**config.mk**
```make
export PLATFORM = sky130hd
export DESIGN_NAME = calc_unit_sequencer
export DESIGN_NICKNAME = d
export VERILOG_FILES = /design/src/rtl/calc_unit_sequencer.sv
export SDC_FILE = /design/constraint.sdc
export NUM_CORES = 1
export LEC_CHECK = 0
export BUFFER_PORTS_ARGS = -buffer_cell sky130_fd_sc_hd__buf_2
export CAP_MARGIN = 15
export CORE_UTILIZATION = 40
export CTS_BUF_LIST = sky130_fd_sc_hd__clkbuf_2 sky130_fd_sc_hd__clkbuf_4 sky130_fd_sc_hd__clkbuf_8
export CTS_CLUSTER_SIZE = 16
export DETAILED_ROUTE_END_ITERATION = 8
export GPL_ROUTABILITY_DRIVEN = 0
export PLACE_DENSITY = 0.7
export SYNTH_ARGS = -nofsm -noshare
export SYNTH_HDL_FRONTEND = slang
export SYNTH_SLANG_ARGS = --single-unit
```
**constraint.sdc**
```tcl
create_clock -name clk -period 6.1 [get_ports clk]
set_clock_uncertainty 0.05 [all_clocks]
set_input_delay 0.61 -clock clk [delete_from_list [all_inputs] [get_ports clk]]
set_output_delay 0.61 -clock clk [all_outputs]
set_load 0.005 [all_outputs]
```
**src/rtl/calc_unit_sequencer.sv**
```systemverilog
// Address/control sequencer for a pixel-by-input-channel calc unit.
// Issues buffer reads, aligns control with read data and result write-back.
module calc_unit_sequencer #(
   parameter int ADDR_WIDTH = 16,
   parameter int CNT_WIDTH  = 12,
   parameter int RD_LAT     = 1,
   parameter int CALC_LAT   = 3
) (
   input  logic                  clk,
   input  logic                  rst,
   input  logic                  start,
   input  logic [CNT_WIDTH-1:0]  num_pix,
   input  logic [CNT_WIDTH-1:0]  num_ic,
   input  logic                  hold,
   output logic                  busy,
   output logic                  done,
   output logic [ADDR_WIDTH-1:0] in_buf_raddr,
   output logic [ADDR_WIDTH-1:0] kn_buf_raddr,
   output logic                  calc_en,
   output logic                  calc_reset,
   output logic                  calc_we,
   output logic                  out_buf_we,
   output logic [ADDR_WIDTH-1:0] out_buf_waddr
);

   localparam int DRAIN_LEN = RD_LAT + CALC_LAT;
   localparam int DW        = $clog2(DRAIN_LEN + 1);

   typedef enum logic [1:0] {S_IDLE, S_RUN, S_DRAIN, S_DONE} state_t;

   state_t                r_state;
   logic [CNT_WIDTH-1:0]  r_num_pix;
   logic [CNT_WIDTH-1:0]  r_num_ic;
   logic [CNT_WIDTH-1:0]  r_pix;
   logic [CNT_WIDTH-1:0]  r_ic;
   logic [ADDR_WIDTH-1:0] r_in_addr;
   logic [DW-1:0]         r_drain_cnt;
   logic                  r_busy;
   logic                  r_done;

   logic [RD_LAT-1:0]     r_rd_en;
   logic [RD_LAT-1:0]     r_rd_first;
   logic [RD_LAT-1:0]     r_rd_last;
   logic [CNT_WIDTH-1:0]  r_rd_pix [RD_LAT];
   logic [CALC_LAT-1:0]   r_ca_we;
   logic [CNT_WIDTH-1:0]  r_ca_pix [CALC_LAT];

   logic w_issue;
   logic w_ic_last;
   logic w_pix_last;

   assign w_issue    = (r_state == S_RUN) && !hold;
   assign w_ic_last  = (r_ic == r_num_ic - CNT_WIDTH'(1));
   assign w_pix_last = (r_pix == r_num_pix - CNT_WIDTH'(1));

   // in_buf address is pix*num_ic+ic; issue order makes that a plain increment
   always_ff @(posedge clk or posedge rst) begin
      if (rst) begin
         r_state     <= S_IDLE;
         r_num_pix   <= '0;
         r_num_ic    <= '0;
         r_pix       <= '0;
         r_ic        <= '0;
         r_in_addr   <= '0;
         r_drain_cnt <= '0;
         r_busy      <= 1'b0;
         r_done      <= 1'b0;
      end else begin
         case (r_state)
            S_IDLE: begin
               r_done <= 1'b0;
               if (start) begin
                  r_num_pix <= num_pix;
                  r_num_ic  <= num_ic;
                  r_pix     <= '0;
                  r_ic      <= '0;
                  r_in_addr <= '0;
                  r_busy    <= 1'b1;
                  if (num_pix == '0 || num_ic == '0) begin
                     r_state <= S_DONE;
                     r_done  <= 1'b1;
                  end else begin
                     r_state <= S_RUN;
                  end
               end
            end
            S_RUN: begin
               if (!hold) begin
                  if (w_ic_last && w_pix_last) begin
                     r_state     <= S_DRAIN;
                     r_drain_cnt <= '0;
                  end else begin
                     r_in_addr <= r_in_addr + ADDR_WIDTH'(1);
                     if (w_ic_last) begin
                        r_ic  <= '0;
                        r_pix <= r_pix + CNT_WIDTH'(1);
                     end else begin
                        r_ic <= r_ic + CNT_WIDTH'(1);
                     end
                  end
               end
            end
            S_DRAIN: begin
               if (r_drain_cnt == DW'(DRAIN_LEN - 1)) begin
                  r_state <= S_DONE;
                  r_done  <= 1'b1;
               end else begin
                  r_drain_cnt <= r_drain_cnt + DW'(1);
               end
            end
            S_DONE: begin
               r_done  <= 1'b0;
               r_busy  <= 1'b0;
               r_state <= S_IDLE;
            end
            default: r_state <= S_IDLE;
         endcase
      end
   end

   always_ff @(posedge clk or posedge rst) begin
      if (rst) begin
         r_rd_en    <= '0;
         r_rd_first <= '0;
         r_rd_last  <= '0;
         r_ca_we    <= '0;
         for (int unsigned i = 0; i < RD_LAT; i++) r_rd_pix[i] <= '0;
         for (int unsigned i = 0; i < CALC_LAT; i++) r_ca_pix[i] <= '0;
      end else begin
         r_rd_en[0]    <= w_issue;
         r_rd_first[0] <= w_issue && (r_ic == '0);
         r_rd_last[0]  <= w_issue && w_ic_last;
         r_rd_pix[0]   <= r_pix;
         for (int unsigned i = 1; i < RD_LAT; i++) begin
            r_rd_en[i]    <= r_rd_en[i-1];
            r_rd_first[i] <= r_rd_first[i-1];
            r_rd_last[i]  <= r_rd_last[i-1];
            r_rd_pix[i]   <= r_rd_pix[i-1];
         end
         r_ca_we[0]  <= r_rd_last[RD_LAT-1];
         r_ca_pix[0] <= r_rd_pix[RD_LAT-1];
         for (int unsigned i = 1; i < CALC_LAT; i++) begin
            r_ca_we[i]  <= r_ca_we[i-1];
            r_ca_pix[i] <= r_ca_pix[i-1];
         end
      end
   end

   assign busy          = r_busy;
   assign done          = r_done;
   assign in_buf_raddr  = r_in_addr;
   assign kn_buf_raddr  = ADDR_WIDTH'(r_ic);
   assign calc_en       = r_rd_en[RD_LAT-1];
   assign calc_reset    = r_rd_first[RD_LAT-1];
   assign calc_we       = r_rd_last[RD_LAT-1];
   assign out_buf_we    = r_ca_we[CALC_LAT-1];
   assign out_buf_waddr = ADDR_WIDTH'(r_ca_pix[CALC_LAT-1]);

endmodule

```
==> results.json <==
{
  "post_cts_buffers": 0,
  "netlist_area_mm2": 0.00603,
  "ios": 82,
  "maxSlewViolCount": 0,
  "synth_ff_type": "dfrtp_1",
  "cp.arrival_ps": 3870,
  "synth-seq-cells": 125,
  "ir_drop_v": 0.000108,
  "rsz0062_at_grt": "false",
  "drc_errors": 15,
  "slowest_stage": "nand2_1",
  "synthTopCellsByArea": "dfrtp_1 (52%), mux2_2 (4.5%), nand2_1 (2.9%)",
  "power_density_mw_per_mm2": 265,
  "chipWidth_um": 125,
  "avgSynthCellArea_um2": 10.6,
  "fin_crit_sh_pct": 58.2,
  "root_buffer": "clkbuf_8",
  "violations": "DRC",
  "vias_per_cell": 5.61,
  "design_area_mm2": 0.00681,
  "die_h_um": 125,
  "tightest_slew_ps": 1090,
  "max_stage_delay_ps": 680,
  "ff_latch_area_mm2": 0.00313,
  "row_count": 44,
  "criticalPathCategory": "reg -> reg",
  "ys_top_cells_by_count": "dfrtp_1 (125), nand2_1 (47), nand3_1 (29)",
  "async_reset_ff_share_pct": 100,
  "cts_tree": "done",
  "core_area_mm2": 0.0146,
  "cts_resized": 0,
  "cp-end-kind": "flop",
  "relSlewSlack_pct": 27.3,
  "cts_buffers": 17,
  "first_iter_violations": 455,
  "whs_ps": 215,
  "synth_most_common_cell": "dfrtp_1",
  "crit_top_cell": "a21oi_1",
  "num_antenna_cells": 0,
  "ant_nets": 0,
  "port_buffers": 73,
  "drv_cap": 0,
  "r2r_slack_ps": 2550,
  "drt-total-wl_um": 13000,
  "syn-instance-count": 568,
  "num_vias": 4597,
  "setup-violations-final": 0,
  "antenna_found_initial": 0,
  "drtPass1Iterations": 7,
  "fill_cells": 1325,
  "fmax_ghz": 0.282,
  "hpwl_um": 9040,
  "grt_max_degree": 68,
  "clk_pin_slew_ps": 90,
  "stdcell_count": 820,
  "grt_pass1_wl_um": 21800,
  "synth_top_area_share_pct": 51.8,
  "worst_ep_required_time_ps": 6420,
  "final_core_util_pct": 46.5,
  "layout.nets": 663,
  "cp_cell_sequence": "inv_1 > ha_1 > nand2_1 > a21oi_1 > nand3_1 > a41oi_1 > nor3_2 > or4_1 > a21oi_1",
  "worstPathMaxFanout": 26,
  "fin_setup_tns_ps": 0,
  "path_delay_family": "simple AND/OR/NAND/NOR gates",
  "synth_edf_count": 0,
  "leakage_nw": 3.36,
  "path_buf_inv": 1,
  "postPlaceCellArea_mm2": 0.00641,
  "multi_input_area_mm2": 0.00259,
  "h-tree-depth": 4,
  "status": "finished with violations",
  "clkSinkCount": 125,
  "start_util_pct": 41.2,
  "grt_pass1_vias": 4448,
  "yosys_warnings": 0,
  "hp-class": "in -> async",
  "synth_area_leader_cell": "dfrtp_1",
  "dieArea_mm2": 0.0156,
  "placedCellCount": 787,
  "synth.distinct_cells": 65,
  "clockBufferDepth": 2,
  "grt-ovfl-total": 0,
  "worstSkewPairLatency_ps": 450,
  "period_needed_ps": 3550,
  "drive_gt1_share_pct": 23.0,
  "grt_usage_pct": 17.6,
  "wl_per_cell_um": 15.8,
  "hold_violations": 0,
  "hold_buffers": 0,
  "ys_seq_area_share_pct": 51.8,
  "syn_to_final_growth_pct": 12.8,
  "startpoint_type": "flop"
}
-- through the flow --
step | setup slack (ps) | total power, W
after detailed placement | 2310 | 0.00112
after global routing | 2300 | 0.00190
after global placement | 2600 | 0.00111
final | 2550 | 0.00180
after floorplan | 2110 | 0.00104
after CTS | 2280 | 0.00182
-- layout make-up --
type | instances | share of cell area [%]
tap | 184 | 3.38
inverter | 20 | 1.14
timing repair buffer | 77 | 5.92
clock inverter | 15 | 2.15
sequential | 125 | 45.9
multi-input combinational | 382 | 38.0
clock buffer | 17 | 3.44
-- report_power, final --
group	internal, W	switching [W]	leakage [nW]	total [W]
logic	0.0000840	0.000100	1.44	0.000184
clock network	0.000305	0.000392	0.200	0.000697
registers	0.000859	0.0000617	1.72	0.000920
-- per-layer routing --
| metal | track usage, % | vias up | routed length [um] |
|---|---|---|---|
| met5 | 0 | - | 0 |
| met4 | 5.24 | 0 | 168 |
| met3 | 5.67 | 15 | 842 |
| met2 | 28.0 | 163 | 6180 |
| met1 | 22.9 | 2275 | 5770 |
| li1 | - | 2144 | - |
-- flip-flops by register name (all words and copies together), names as in the netlist --
register and count:
out_buf_waddr 12, r_drain_cnt 3, done 1, calc_reset 1, in_buf_raddr 16, r_pix 12
r_ca_pix 24, r_num_pix 12, calc_en 1, r_ic 12, busy 1, r_num_ic 12
r_ca_we 3, r_rd_pix 12, calc_we 1, r_state 2
-- cells by family (layout without fill, tap and decap cells) --
family	count (synthesis)	in the layout	share of synthesized area (%)
AND/OR/NAND/NOR	203	203	18.9
multiplexers	27	27	4.98
adder cells (fa/ha/maj)	12	12	2.49
other	1	8	0.0621
flip-flops	125	125	51.8
AO/OA/AOI/OAI	102	102	11.4
XOR/XNOR	30	30	4.48
buffers and inverters	68	129	5.85
-- cells in the final DEF, fill, tap and decap left out, drive strengths merged, types with 11 or more instances in the layout --
cell type,instances
clkbuf,17
xnor2,15
nand2,47
mux2,24
inv,30
dfrtp,125
o21ai,19
nor2,23
ha,12
a21oi,25
nand3,29
or4,19
xor2,15
or3,13
o211ai,16
nor4,13
buf,77
and3,11
-- worst paths after layout --
path	from	endpoint	depth (start not counted)
max	r_state[0]$_DFFE_PP0P_	r_ic[11]$_DFFE_PP0P_	9
min	rst	out_buf_waddr[8]$_DFF_PP0_	2
max reg2reg	r_state[0]$_DFFE_PP0P_	r_ic[11]$_DFFE_PP0P_	9
min reg2reg	r_rd_pix[9]$_DFF_PP0_	r_ca_pix[33]$_DFF_PP0_	0
max in group asynchronous	rst	r_num_ic[1]$_DFFE_PP0P_	3
min in group clk	r_rd_pix[9]$_DFF_PP0_	r_ca_pix[33]$_DFF_PP0_	0
(Power assumes the default switching activity.)
